===== src/rtl/led16_ctrl.sv =====
// led16_ctrl -- front-panel controller feeding the en/mod pins of led16_drv.
//
// Two raw push-buttons are synchronised, debounced and turned into one-cycle
// press pulses. A three-state run/pause FSM (IDLE/RUN/PAUSE) converts those
// pulses into registered en and mod levels.
//
// Parameters:
//   DB_CYCLES - synchronised cycles a button must hold a new level (>= 2)
//   TIMEOUT   - RUN-state idle limit in cycles (>= 2); only used when the
//               macro LED16_CTRL_TIMEOUT_EN is defined
//
// Optional feature macro: LED16_CTRL_TIMEOUT_EN
//   defined   : RUN returns to IDLE after TIMEOUT cycles without a press
//   undefined : RUN persists indefinitely, TIMEOUT is ignored
//
// Ports:
//   clk     in  1  system clock, rising edge
//   rst_n   in  1  asynchronous active-low reset
//   btn_run in  1  raw run/pause button, active-high, asynchronous, bouncy
//   btn_mod in  1  raw mode button, active-high, asynchronous, bouncy
//   en      out 1  enable to led16_drv (registered)
//   mod     out 1  mode select to led16_drv (registered)
//   state   out 2  FSM state: IDLE=0, RUN=1, PAUSE=2 (registered)

// led16_ctrl_btn -- one button input path: 2-flop synchroniser, debouncer
// and rising-edge press detector.
//
// Ports:
//   clk   in  1  system clock
//   rst_n in  1  asynchronous active-low reset
//   btn   in  1  raw asynchronous button
//   press out 1  one-cycle pulse when the debounced level rises
module led16_ctrl_btn #(
    parameter int unsigned DB_CYCLES = 16
) (
    input  logic clk,
    input  logic rst_n,
    input  logic btn,
    output logic press
);

    localparam int unsigned CW = (DB_CYCLES > 1) ? $clog2(DB_CYCLES) : 1;
    localparam logic [CW-1:0] CNT_MAX = CW'(DB_CYCLES - 1);

    logic          s1;
    logic          s2;
    logic          db;
    logic          db_q;
    logic [CW-1:0] cnt;

    always_ff @(posedge clk or negedge rst_n) begin
        if (!rst_n) begin
            s1   <= 1'b0;
            s2   <= 1'b0;
            db   <= 1'b0;
            db_q <= 1'b0;
            cnt  <= '0;
        end else begin
            s1   <= btn;
            s2   <= s1;
            db_q <= db;
            // Any cycle where the synchronised level agrees with the accepted
            // level restarts the count, so short glitches are discarded.
            if (s2 == db) begin
                cnt <= '0;
            end else if (cnt == CNT_MAX) begin
                db  <= s2;
                cnt <= '0;
            end else begin
                cnt <= cnt + CW'(1);
            end
        end
    end

    // Rising edge of the debounced level only; releases give no pulse.
    assign press = db & ~db_q;

endmodule

module led16_ctrl #(
    parameter int unsigned DB_CYCLES = 16,
    parameter int unsigned TIMEOUT   = 1000
) (
    input  logic       clk,
    input  logic       rst_n,
    input  logic       btn_run,
    input  logic       btn_mod,
    output logic       en,
    output logic       mod,
    output logic [1:0] state
);

    typedef enum logic [1:0] {
        IDLE  = 2'd0,
        RUN   = 2'd1,
        PAUSE = 2'd2
    } state_t;

    state_t st;
    logic   pr;
    logic   pm;

    led16_ctrl_btn #(
        .DB_CYCLES (DB_CYCLES)
    ) u_btn_run (
        .clk   (clk),
        .rst_n (rst_n),
        .btn   (btn_run),
        .press (pr)
    );

    led16_ctrl_btn #(
        .DB_CYCLES (DB_CYCLES)
    ) u_btn_mod (
        .clk   (clk),
        .rst_n (rst_n),
        .btn   (btn_mod),
        .press (pm)
    );

`ifdef LED16_CTRL_TIMEOUT_EN
    localparam int unsigned TW = (TIMEOUT > 1) ? $clog2(TIMEOUT) : 1;
    localparam logic [TW-1:0] TO_MAX = TW'(TIMEOUT - 1);

    logic [TW-1:0] idle_cnt;
    logic          expire;

    assign expire = (st == RUN) && (idle_cnt == TO_MAX);

    // Counts idle cycles while in RUN; any press, any other state, or the
    // expiry itself returns it to zero, so entry to RUN always starts at 0.
    always_ff @(posedge clk or negedge rst_n) begin
        if (!rst_n) begin
            idle_cnt <= '0;
        end else if ((st == RUN) && !pr && !pm && !expire) begin
            idle_cnt <= idle_cnt + TW'(1);
        end else begin
            idle_cnt <= '0;
        end
    end
`else
    logic expire;

    assign expire = 1'b0;

    // TIMEOUT has no effect in this build; this empty block only references
    // it so the parameter list stays identical across builds.
    if (TIMEOUT < 2) begin : g_timeout_unused
    end
`endif

    // Single registered FSM; en/mod change only on the edge where the FSM
    // transitions or acts. A run press always beats a mode press.
    always_ff @(posedge clk or negedge rst_n) begin
        if (!rst_n) begin
            st  <= IDLE;
            en  <= 1'b0;
            mod <= 1'b0;
        end else begin
            case (st)
                IDLE: begin
                    if (pr) begin
                        st <= RUN;
                        en <= 1'b1;
                    end else if (pm) begin
                        mod <= ~mod;
                    end
                end
                RUN: begin
                    if (pr) begin
                        st <= PAUSE;
                        en <= 1'b0;
                    end else if (pm) begin
                        mod <= ~mod;
                    end else if (expire) begin
                        st <= IDLE;
                        en <= 1'b0;
                    end
                end
                PAUSE: begin
                    if (pr) begin
                        st <= RUN;
                        en <= 1'b1;
                    end else if (pm) begin
                        st  <= IDLE;
                        mod <= 1'b0;
                    end
                end
                default: begin
                    st  <= IDLE;
                    en  <= 1'b0;
                    mod <= 1'b0;
                end
            endcase
        end
    end

    assign state = st;

endmodule


===== config.mk =====
export PLATFORM = sky130hd
export DESIGN_NAME = led16_ctrl
export DESIGN_NICKNAME = d
export VERILOG_FILES = /design/src/rtl/led16_ctrl.sv
export SDC_FILE = /design/constraint.sdc
export NUM_CORES = 1
export LEC_CHECK = 0
export ABC_AREA = 0
export BUFFER_PORTS_ARGS = -buffer_cell sky130_fd_sc_hd__buf_2
export CAP_MARGIN = 40
export CORE_ASPECT_RATIO = 0.75
export CORE_MARGIN = 3
export CORE_UTILIZATION = 42
export CTS_CLUSTER_DIAMETER = 150
export DETAILED_ROUTE_END_ITERATION = 10
export PLACE_DENSITY = 0.63
export SETUP_SLACK_MARGIN = 0.02
export SYNTH_ARGS = -nofsm -noshare
export SYNTH_HDL_FRONTEND = slang
export SYNTH_HIERARCHICAL = 1
export SYNTH_SLANG_ARGS = --single-unit

===== constraint.sdc =====
create_clock -name clk -period 3 [get_ports clk]
set_input_delay 0.9 -clock clk [delete_from_list [all_inputs] [get_ports clk]]
set_output_delay 0.9 -clock clk [all_outputs]
set_load 0.01 [all_outputs]

* After elaboration in Yosys (flattened, before gate mapping) *
Cells that the tools add are included.

storage, ports and cells
  register bits after elaboration = 20
  input port bits = 4
  output and inout bits = 4
  word-level logic and storage cells = 61

operators by class
  add/subtract/negate cells = 2
  equality and inequality tests = 14
  mux-type cells = 17
  bitwise operators = 7
  reductions and logical operators = 8

operator list
  operator               count
  $mux W4                4
  $ne A2 B2 Y1 const B   5
  $add A4 B1 Y4 const B  2
  $eq A4 B4 Y1 const B   2
  $mux W2                4
  $mux W1                6
  $pmux W2 S3            1
  $reduce_and A2 Y1      3
  $not A1 Y1             5
  $ne A2 B1 Y1 const B   2
  $pmux W1 S2            2
  $reduce_and A4 Y1      1
  $reduce_or A2 Y1       2
  $ne A3 B3 Y1 const B   1
  $reduce_and A3 Y1      1
  $and A1 B1 Y1          2
  $eq A1 B1 Y1           2
  $eq A2 B1 Y1 const B   1
  $eq A2 B2 Y1 const B   1
  $logic_not A2 Y1       1

* Depth between registers and ports, before layout *
Gate-level depths: netlist of run 1.

  depth after elaboration = 5
  gate-level depth with buffers = 4
  mapped depth without buffers = 4

* Modules after synthesis *
The synthesis of run 1 kept the hierarchy.

modules (own cells, without submodules)
  module          instances  cells an instance  area each (µm²)  sequential area each (µm²)
  led16_ctrl_btn  2          22                 311.5            200.2
  led16_ctrl      1          15                 178.9            100.1

* Worst setup path after synthesis of run 1 *
Ideal clock, no wire load.

  kind = register -> output
  from = register st[0], in the netlist state[0]
  to = output state[0]
  arrival time = 414 ps
  data required time = 2,100 ps
  path slack = 1,686 ps
  cell stages (with the launch flop) = 1
  buffers on the path = 0
  cell sequence = dfrtp_1

RTL lines
  item                    line  source
  from (decl)             99    state_t st;
  from (signal assigned)  156   st <= IDLE;
  from (signal assigned)  163   st <= RUN;
  from (signal assigned)  171   st <= PAUSE;
  to (decl)               90    output logic [1:0] state

No word-level cell between the ends.

* Worst setup path in the final report of run 1 *
  from = register st[0], in the netlist state[0]
  to = output state[0]

No word-level cell between the ends.

==> flow_summary.yaml, run 1 <==
run_status:
  outcome: "complete, no violations"
global_route:
  grt_max_degree: 21
  grt_pass1_vias: 463
  grt_pass1_wl_um: 1980
  grt-ovfl-total: 0
  grt_util_all_layers_pct: 10.5
  antenna_found_initial: 0
timing:
  period_share_pct: 58.8
  rsz0062_at_grt: "no"
  hold_viol_final: 0
  setup_violations: 0
  skew_ps: 2.03
  fmax_mhz: 567
  slew_headroom_pct: 71.4
  period_needed_ps: 1760
  worstMarginPinSlew_ps: 429
  setup_slack_ps: 1240
  timing.setup.tns_ps: 0
  slew_viol_final: 0
die:
  io_pins: 8
  fp.dieH_um: 43.8
  design.die.area_mm2: 0.00248
  rows: 13
  initial_core_util_pct: 45.2
  core_mm2: 0.00177
  die_w_um: 56.5
drt:
  drt_iter0_markers: 19
  vias_per_cell: 5.03
  wl_per_cell_um: 11.4
  ant_nets: 0
  via_count: 458
  dr.pass1.iters: 3
  drcViolationCount: 0
  wl_um: 1040
critical_path:
  r2r-end: "mod"
  slowest_delay_ps: 430
  cpLargestDelayFamily: "flip-flops"
  crit_path_start_kind: "register"
  critical_path.max_fanout: 6
  crit_type: "register to output port"
  cp_num_buf_inv: 1
  cp_slowest_cell: "dfrtp_1"
  rrSetupSlack_ps: 1550
  worst-r2r-cell-count: 4
  arrival_ps: 860
  cp.required_ps: 2100
  end_kind: "output port"
  rr_startpoint: "u_btn_run/db"
  crit_chain: "buf_2"
logic_synthesis:
  yosysUniqueCellTypes: 20
  async_reset_ff_share_pct: 100
  synth_area_leaders: "dfrtp_1, xnor2_1, mux2_4"
  netlist.area_leader.share_pct: 62.4
  yosysTopAreaCell: "dfrtp_1"
  synth.area.mux_share_pct: 5.15
  synth_top_family_by_area: "simple AND/OR/NAND/NOR gates"
  yosys_warnings: 6
  synth_cells: 59
  synthesis.area_um2: 802
  synth_flop_cell: "dfrtp_1"
  synth_xor_area_share_pct: 5.46
  synth_seq_cells: 20
  syn_avg_cell_area_um2: 13.6
  synth_edf_count: 0
  synth-simple-area-share_pct: 16.8
  yosys.area_share.adder_pct: 3.12
  yosysSeqAreaShare_pct: 62.4
  syn_nets: 65
  synth-compound-area-share_pct: 6.08
clocking:
  path_clk_slew_ps: 90
  postCtsHoldBufs: 0
  cts_tree: "done"
  cts-root-buf: "clkbuf_4"
  clock_latency_ps: 280
  cts_buffers: 3
  cts-resized-gates: 0
  cts_num_sinks: 20
  clockBufferDepth: 2
  post_cts.repair.setup_buffers: 0
  cts_max_level: 1
placed_design:
  dp_hpwl_um: 797
  io_buffers: 7
  routabilityCongestion: 0.790
  preCtsSetupSlack_ps: 1550
hold_path:
  hold_class: "register to register"
  min_delay_path_depth: 0
  min_from: "u_btn_run/s1"
  holdPathEnd: "u_btn_run/s2"
layout:
  diodes: 0
  nNetsFinal: 77
  drive_gt1_share_pct: 26.1
  fill_cells: 156
  final_common_cell: "dfrtp_1"
  most-common-layout-cells: "dfrtp_1, buf_2, xnor2_1"
  syn2layout_area_growth_pct: 10.6
power:
  p_leak_uw: 0.000413
  powerDensity_mw_per_mm2: 479
  irDropWorstVdd_v: 0.000457
flow_run:
  cap_violations: 0
cells by family after synthesis:
group / Yosys count
XOR/XNOR: 5
buffers and inverters: 2
AO/OA/AOI/OAI: 9
flip-flops: 20
adder cells (fa/ha/maj): 2
multiplexers: 3
AND/OR/NAND/NOR: 18
per-stage QoR:
step           hold slack [ps]  cells  utilization [%]  total power [uW]  area, um2
2_1_floorplan              331     59                -               307        802
3_3_place_gp               331     88             48.8               318        865
3_5_place_dp               337     88             48.8               319        865
4_1_cts                    359     91             50.0               434        887
5_1_grt                    378     91             50.0               452        887
6_report                   354     91             50.0               425        887
per-layer routing:
metal  up-vias  part of all wire, %  GRT usage [%]
li1        227                    -              -
met1       219                   50           13.7
met2        10                   44           16.1
met3         2                  5.3           4.46
met4         0                  1.2           2.84
met5         -                    0              0
report_power, final:
| part | switching, uW | internal (uW) |
|---|---|---|
| sequential | 8.81 | 279 |
| combinational | 13.2 | 11.5 |
| clock | 65.2 | 46.5 |
synth_stat cells (2+ instances only):
cell type and number:
dfrtp_1 20, xnor2_1 5, a21oi_1 4, nor2b_1 4
nor2_1 3, o21ai_0 3, ha_1 2, inv_1 2
mux2_4 2, nand3_2 2, nand4b_1 2, nor3b_2 2
layout make-up:
cell class | count | area (um2) | share of cell area, %
Tap cell | 22 | 27.5 | 3.10
Sequential cell | 20 | 500 | 56.4
Multi-Input combinational cell | 37 | 294 | 33.1
Clock buffer | 3 | 22.5 | 2.54
Timing Repair Buffer | 7 | 35.0 | 3.95
Inverter | 2 | 7.51 | 0.846
worst max path at each step:
stage / depth (start not counted) / slack (ps) / endpoint / startpoint
3_5_place_dp: 1 / 1550 / state[0] / state[0]
5_1_grt: 1 / 1180 / state[0] / state[0]
3_3_place_gp: 1 / 1560 / state[0] / state[0]
6_report: 1 / 1240 / state[0] / state[0]
4_1_cts: 1 / 1220 / state[0] / state[0]
2_1_floorplan: 0 / 1690 / state[0] / state[0]
(Power assumes the default switching activity.)
==> inputs of run 2 (changes only) <==
--- a/config.mk
+++ b/config.mk
@@ -5,7 +5,7 @@
 export SDC_FILE = /design/constraint.sdc
 export NUM_CORES = 1
 export LEC_CHECK = 0
-export ABC_AREA = 0
+export ABC_AREA = 1
 export BUFFER_PORTS_ARGS = -buffer_cell sky130_fd_sc_hd__buf_2
 export CAP_MARGIN = 40
 export CORE_ASPECT_RATIO = 0.75
==> constraint.sdc (replaced) <==
create_clock -name clk -period 1.8 [get_ports clk]
set_input_delay 0.54 -clock clk [delete_from_list [all_inputs] [get_ports clk]]
set_output_delay 0.54 -clock clk [all_outputs]
set_load 0.01 [all_outputs]
==> run 2 against run 1 <==
Via count up 18%. Critical endpoint unchanged. Combinational power up 69%. Register-to-register slack worse by 850 ps. Synthesized area down 1.9%. Critical path type unchanged. Non-clock buffer count unchanged.
==> flow_summary.yaml, run 2 <==
logic_synthesis:
  yosys_warnings: 6
  yosysSeqAreaShare_pct: 63.6
  synth_edf_count: 0
  netlist.area_leader.share_pct: 63.6
  syn_nets: 89
  synth_cells: 83
  synth_seq_cells: 20
  synthTopCellsByCount: "dfrtp_1, nand2_1, nand3_1, nor2_1, inv_1"
  syn_avg_cell_area_um2: 9.48
  yosysTopAreaCell: "dfrtp_1"
  synthesis.area_um2: 787
  async_reset_ff_share_pct: 100
  synth_flop_cell: "dfrtp_1"
  synth.most_common_cell: "dfrtp_1"
  synth_area_leaders: "dfrtp_1, nand2_1, nand3_1"
  yosysUniqueCellTypes: 10
critical_path:
  cpLargestDelayFamily: "flip-flops"
  crit_path_start_kind: "register"
  rrSetupSlack_ps: 700
  crit_type: "register to output port"
  worst-r2r-cell-count: 4
  cp_num_buf_inv: 1
  slowest_delay_ps: 430
  cp_slowest_cell: "dfrtp_1"
  end_kind: "output port"
  cp.required_ps: 1260
  crit_chain: "buf_2"
  rr_startpoint: "u_btn_mod/cnt[0]"
  critical_path.max_fanout: 5
  r2r-end: "u_btn_mod/cnt[3]"
  arrival_ps: 870
layout:
  syn2layout_area_growth_pct: 10.7
  fill_cells: 158
  multi_input_comb_area_um2: 241
  diodes: 0
  drive_gt1_share_pct: 11.8
  nNetsFinal: 101
  final_common_cell: "dfrtp_1"
  most-common-layout-cells: "dfrtp_1, nand2_1, nor2_1, nand3_1, inv_1"
  seq_area_um2: 500
drt:
  dr.pass1.iters: 4
  ant_nets: 0
  wl_per_cell_um: 10.3
  via_count: 541
  vias_per_cell: 4.75
  wl_um: 1180
  drcViolationCount: 0
  drt_iter0_markers: 37
timing:
  rsz0062_at_grt: "no"
  period_needed_ps: 1410
  setup_slack_ps: 390
  worstMarginPinSlew_ps: 439
  period_share_pct: 78.4
  timing.setup.tns_ps: 0
  slew_headroom_pct: 70.7
  setup_violations: 0
  slew_viol_final: 0
  hold_viol_final: 0
  fmax_mhz: 709
  fin_hold_ws_ps: 184
  skew_ps: 1.34
power:
  irDropWorstVdd_v: 0.000714
  powerDensity_mw_per_mm2: 819
  p_leak_uw: 0.000460
  power_uw: 713
flow_run:
  cap_violations: 0
placed_design:
  dp_hpwl_um: 869
  preCtsSetupSlack_ps: 700
  io_buffers: 7
  routabilityCongestion: 0.752
clocking:
  post_cts.repair.setup_buffers: 0
  cts-root-buf: "clkbuf_4"
  cts_num_sinks: 20
  clockBufferDepth: 2
  postCtsHoldBufs: 0
  cts_max_level: 1
  cts-resized-gates: 0
  cts_buffers: 3
  clock_latency_ps: 280
  path_clk_slew_ps: 90
  cts_tree: "done"
die:
  initial_core_util_pct: 48.5
  rows: 12
  core_mm2: 0.00162
  die_w_um: 56.0
  io_pins: 8
  design.die.area_mm2: 0.00243
  fp.dieH_um: 43.5
run_status:
  outcome: "complete, no violations"
global_route:
  grt_pass1_vias: 478
  grt_pass1_wl_um: 2100
  grt_util_all_layers_pct: 11.2
  grt_max_degree: 21
  antenna_found_initial: 0
  grt-ovfl-total: 0
hold_path:
  hold_class: "input pin to async pin"
==> run 2: cell types whose count changed in the layout (fill, tap and decap cells not counted), moves of 3 or more <==
| cell | delta |
|---|---|
| nand2_1 | +18 |
| nand3_1 | +12 |
| inv_1 | +9 |
| nor2_1 | +9 |
| a21oi_1 | -4 |
| nor2b_1 | -4 |
| o21ai_0 | -3 |
| xnor2_1 | -3 |
==> run 2: layer usage <==
metal	part of all wire [%]	track usage [%]	up-vias
met1	53	16.4	248
met2	39	15.2	11
li1	-	-	282
met5	0	0	-
met4	0	1.42	0
met3	7.2	5.65	0
==> run 2: power by group <==
part	switching, uW	internal (uW)	total (uW)
registers	13.7	466	480
logic	25.3	16.5	41.8
clock network	114	77.6	191
==> run 2: cell families (layout without fill, tap and decap cells) <==
family	after synthesis	after routing	share of synthesized area (%)
AOI/OAI and AO/OA	2	2	1.27
xor gates and xnor gates	2	2	2.23
adders and majority gates	2	2	3.18
buffers and inverters	12	22	5.72
DFF	20	20	63.6
and+or+nand+nor	45	45	24.0
==> run 2: cell type report <==
class / instances / area share [%]
clock buffer: 3 / 2.59
inverter: 12 / 5.17
multi-input combinational: 51 / 27.7
sequential: 20 / 57.5
tap: 21 / 3.02
timing repair buffer: 7 / 4.02
==> run 2: metrics by stage <==
stage	std cells	util (%)	cell area [um2]
global placement	111	52.3	848
global route	114	53.7	871
finish	114	53.7	871
floorplan	83	-	787
CTS	114	53.7	871
detailed placement	111	52.3	848
==> run 2: worst max path at each step <==
stage                startpoint          endpoint  slack (ps)  depth (start not counted)
5_1_grt                state[0]          state[0]         340                          1
3_3_place_gp           state[0]          state[0]         730                          1
6_report               state[0]          state[0]         390                          1
3_5_place_dp           state[0]          state[0]         700                          1
2_1_floorplan  u_btn_mod/cnt[0]  u_btn_mod/cnt[3]         850                          4
4_1_cts                state[0]          state[0]         370                          1
==> inputs of run 3 (changes only) <==
==> constraint.sdc (replaced) <==
create_clock -name clk -period 1.5 [get_ports clk]
set_input_delay 0.45 -clock clk [delete_from_list [all_inputs] [get_ports clk]]
set_output_delay 0.45 -clock clk [all_outputs]
set_load 0.01 [all_outputs]
==> run 3 against run 2 <==
Non-clock buffer count unchanged. Clock skew increased by 11 ps. Clock power increased by 61%. Sequential power increased by 20%. Count of clock-buffer cells in the layout increased by 1. Worst setup slack got worse by 240 ps. Hold slack got worse by 120 ps. Combinational power increased by 21%. Critical endpoint unchanged.
==> flow_summary.yaml, run 3 (synthesized netlist as in run 2, its figures left out) <==
run_status:
  outcome: "complete, no violations"
critical_path:
  cp.required_ps: 1050
  end_kind: "output port"
  cp_slowest_cell: "dfrtp_1"
  crit_path_start_kind: "register"
  arrival_ps: 900
  cp_num_buf_inv: 1
  slowest_delay_ps: 440
  critical_path.max_fanout: 5
  crit_chain: "buf_2"
  cpLargestDelayFamily: "flip-flops"
  crit_type: "register to output port"
die:
  design.die.area_mm2: 0.00243
  die_w_um: 56.0
  fp.dieH_um: 43.5
  core_mm2: 0.00162
  initial_core_util_pct: 48.5
  io_pins: 8
  rows: 12
layout:
  fill_cells: 154
  drive_gt1_share_pct: 12.8
  diodes: 0
  final_common_cell: "dfrtp_1"
  final_area_um2: 885
  most-common-layout-cells: "dfrtp_1, nand2_1, nor2_1, nand3_1, inv_1"
  nNetsFinal: 101
  syn2layout_area_growth_pct: 12.4
global_route:
  grt_pass1_wl_um: 2010
  grt-ovfl-total: 0
  grt_util_all_layers_pct: 11.2
  grt_max_degree: 21
  antenna_found_initial: 0
  grt_pass1_vias: 456
drt:
  ant_nets: 0
  via_count: 538
  wl_um: 1180
  drt_iter0_markers: 17
  vias_per_cell: 4.68
  drcViolationCount: 0
  wl_per_cell_um: 10.3
  dr.pass1.iters: 4
power:
  p_clk_share_pct: 32.9
  pwr-share-seq_pct: 61.7
  power_uw: 934
  powerDensity_mw_per_mm2: 1060
  p_sw_uw: 207
  switching_share_pct: 22.1
  irDropWorstVdd_v: 0.000603
  p_leak_uw: 0.000467
  pwr-share-comb_pct: 5.4
  internal_power_uw: 727
timing:
  period_share_pct: 89.9
  hold_viol_final: 0
  timing.setup.tns_ps: 0
  slew_headroom_pct: 71.1
  fmax_mhz: 741
  worstMarginPinSlew_ps: 434
  setup_violations: 0
  rsz0062_at_grt: "no"
  slew_viol_final: 0
  skew_ps: 11.9
  period_needed_ps: 1350
  setup_slack_ps: 151
clocking:
  clock_latency_ps: 300
  cts-root-buf: "clkbuf_4"
  post_cts.repair.setup_buffers: 0
  cts-resized-gates: 0
  cts_num_sinks: 20
  path_clk_slew_ps: 110
  cts_max_level: 1
  cts_buffers: 3
  clockBufferDepth: 2
  postCtsHoldBufs: 0
  cts_tree: "done"
placed_design:
  io_buffers: 7
  routabilityCongestion: 0.778
  preCtsSetupSlack_ps: 464
  dp_hpwl_um: 824
  dpl_cell_area_um2: 848
flow_run:
  cap_violations: 0
hold_path:
  hold_class: "input pin to async pin"
## run 3: cell types whose count changed in the layout (fill, tap and decap cells not counted), sizes merged
cell,previous run,this run
clkbuf,3,4
## run 3: layout make-up
cell class	instances	area, um2	area share (%)
timing repair buffer	7	35.0	3.96
tap	21	26.3	2.97
inverter	12	45.0	5.09
sequential	20	500	56.6
clock buffer	4	36.3	4.10
multi-input combinational	51	241	27.3
## run 3: final timing paths
kind / from / end / slack (ps) / cells after the start
max in group asynchronous: rst_n / u_btn_mod/cnt[0] / 1120 / 1
hold / removal: rst_n / state[0] / 60 / 1
setup / recovery: state[0] / state[0] / 150 / 1
setup reg to reg: u_btn_mod/cnt[0] / u_btn_mod/cnt[0] / 430 / 4
hold reg to reg: u_btn_run/s1 / u_btn_run/s2 / 360 / 0
min in group clk: btn_run / u_btn_run/s1 / 250 / 1
## run 3: through the flow
stage | hold slack, ps | util, % | std cells
3_5_place_dp | 337 | 52.3 | 111
6_report | 63.6 | 54.6 | 115
4_1_cts | 73.0 | 54.6 | 115
3_3_place_gp | 333 | 52.3 | 111
5_1_grt | 84.2 | 54.6 | 115
2_1_floorplan | 154 | - | 83
## run 3: metal layers
| metal | vias to the layer above | part of all wire, % | GRT usage (%) |
|---|---|---|---|
| met1 | 226 | 54 | 15.3 |
| met2 | 20 | 36 | 14.5 |
| met5 | - | 0 | 0 |
| met4 | 0 | 3.0 | 5.69 |
| li1 | 284 | - | - |
| met3 | 8 | 7.4 | 5.65 |
## run 3: power by group through the flow
stage	combinational, uW	clock (uW)	sequential (uW)
CTS	51.8	327	576
floorplan	29.4	0	584
finish	50.4	307	576
global route	60.2	352	580
global placement	52.2	0	585
detailed placement	51.5	0	587
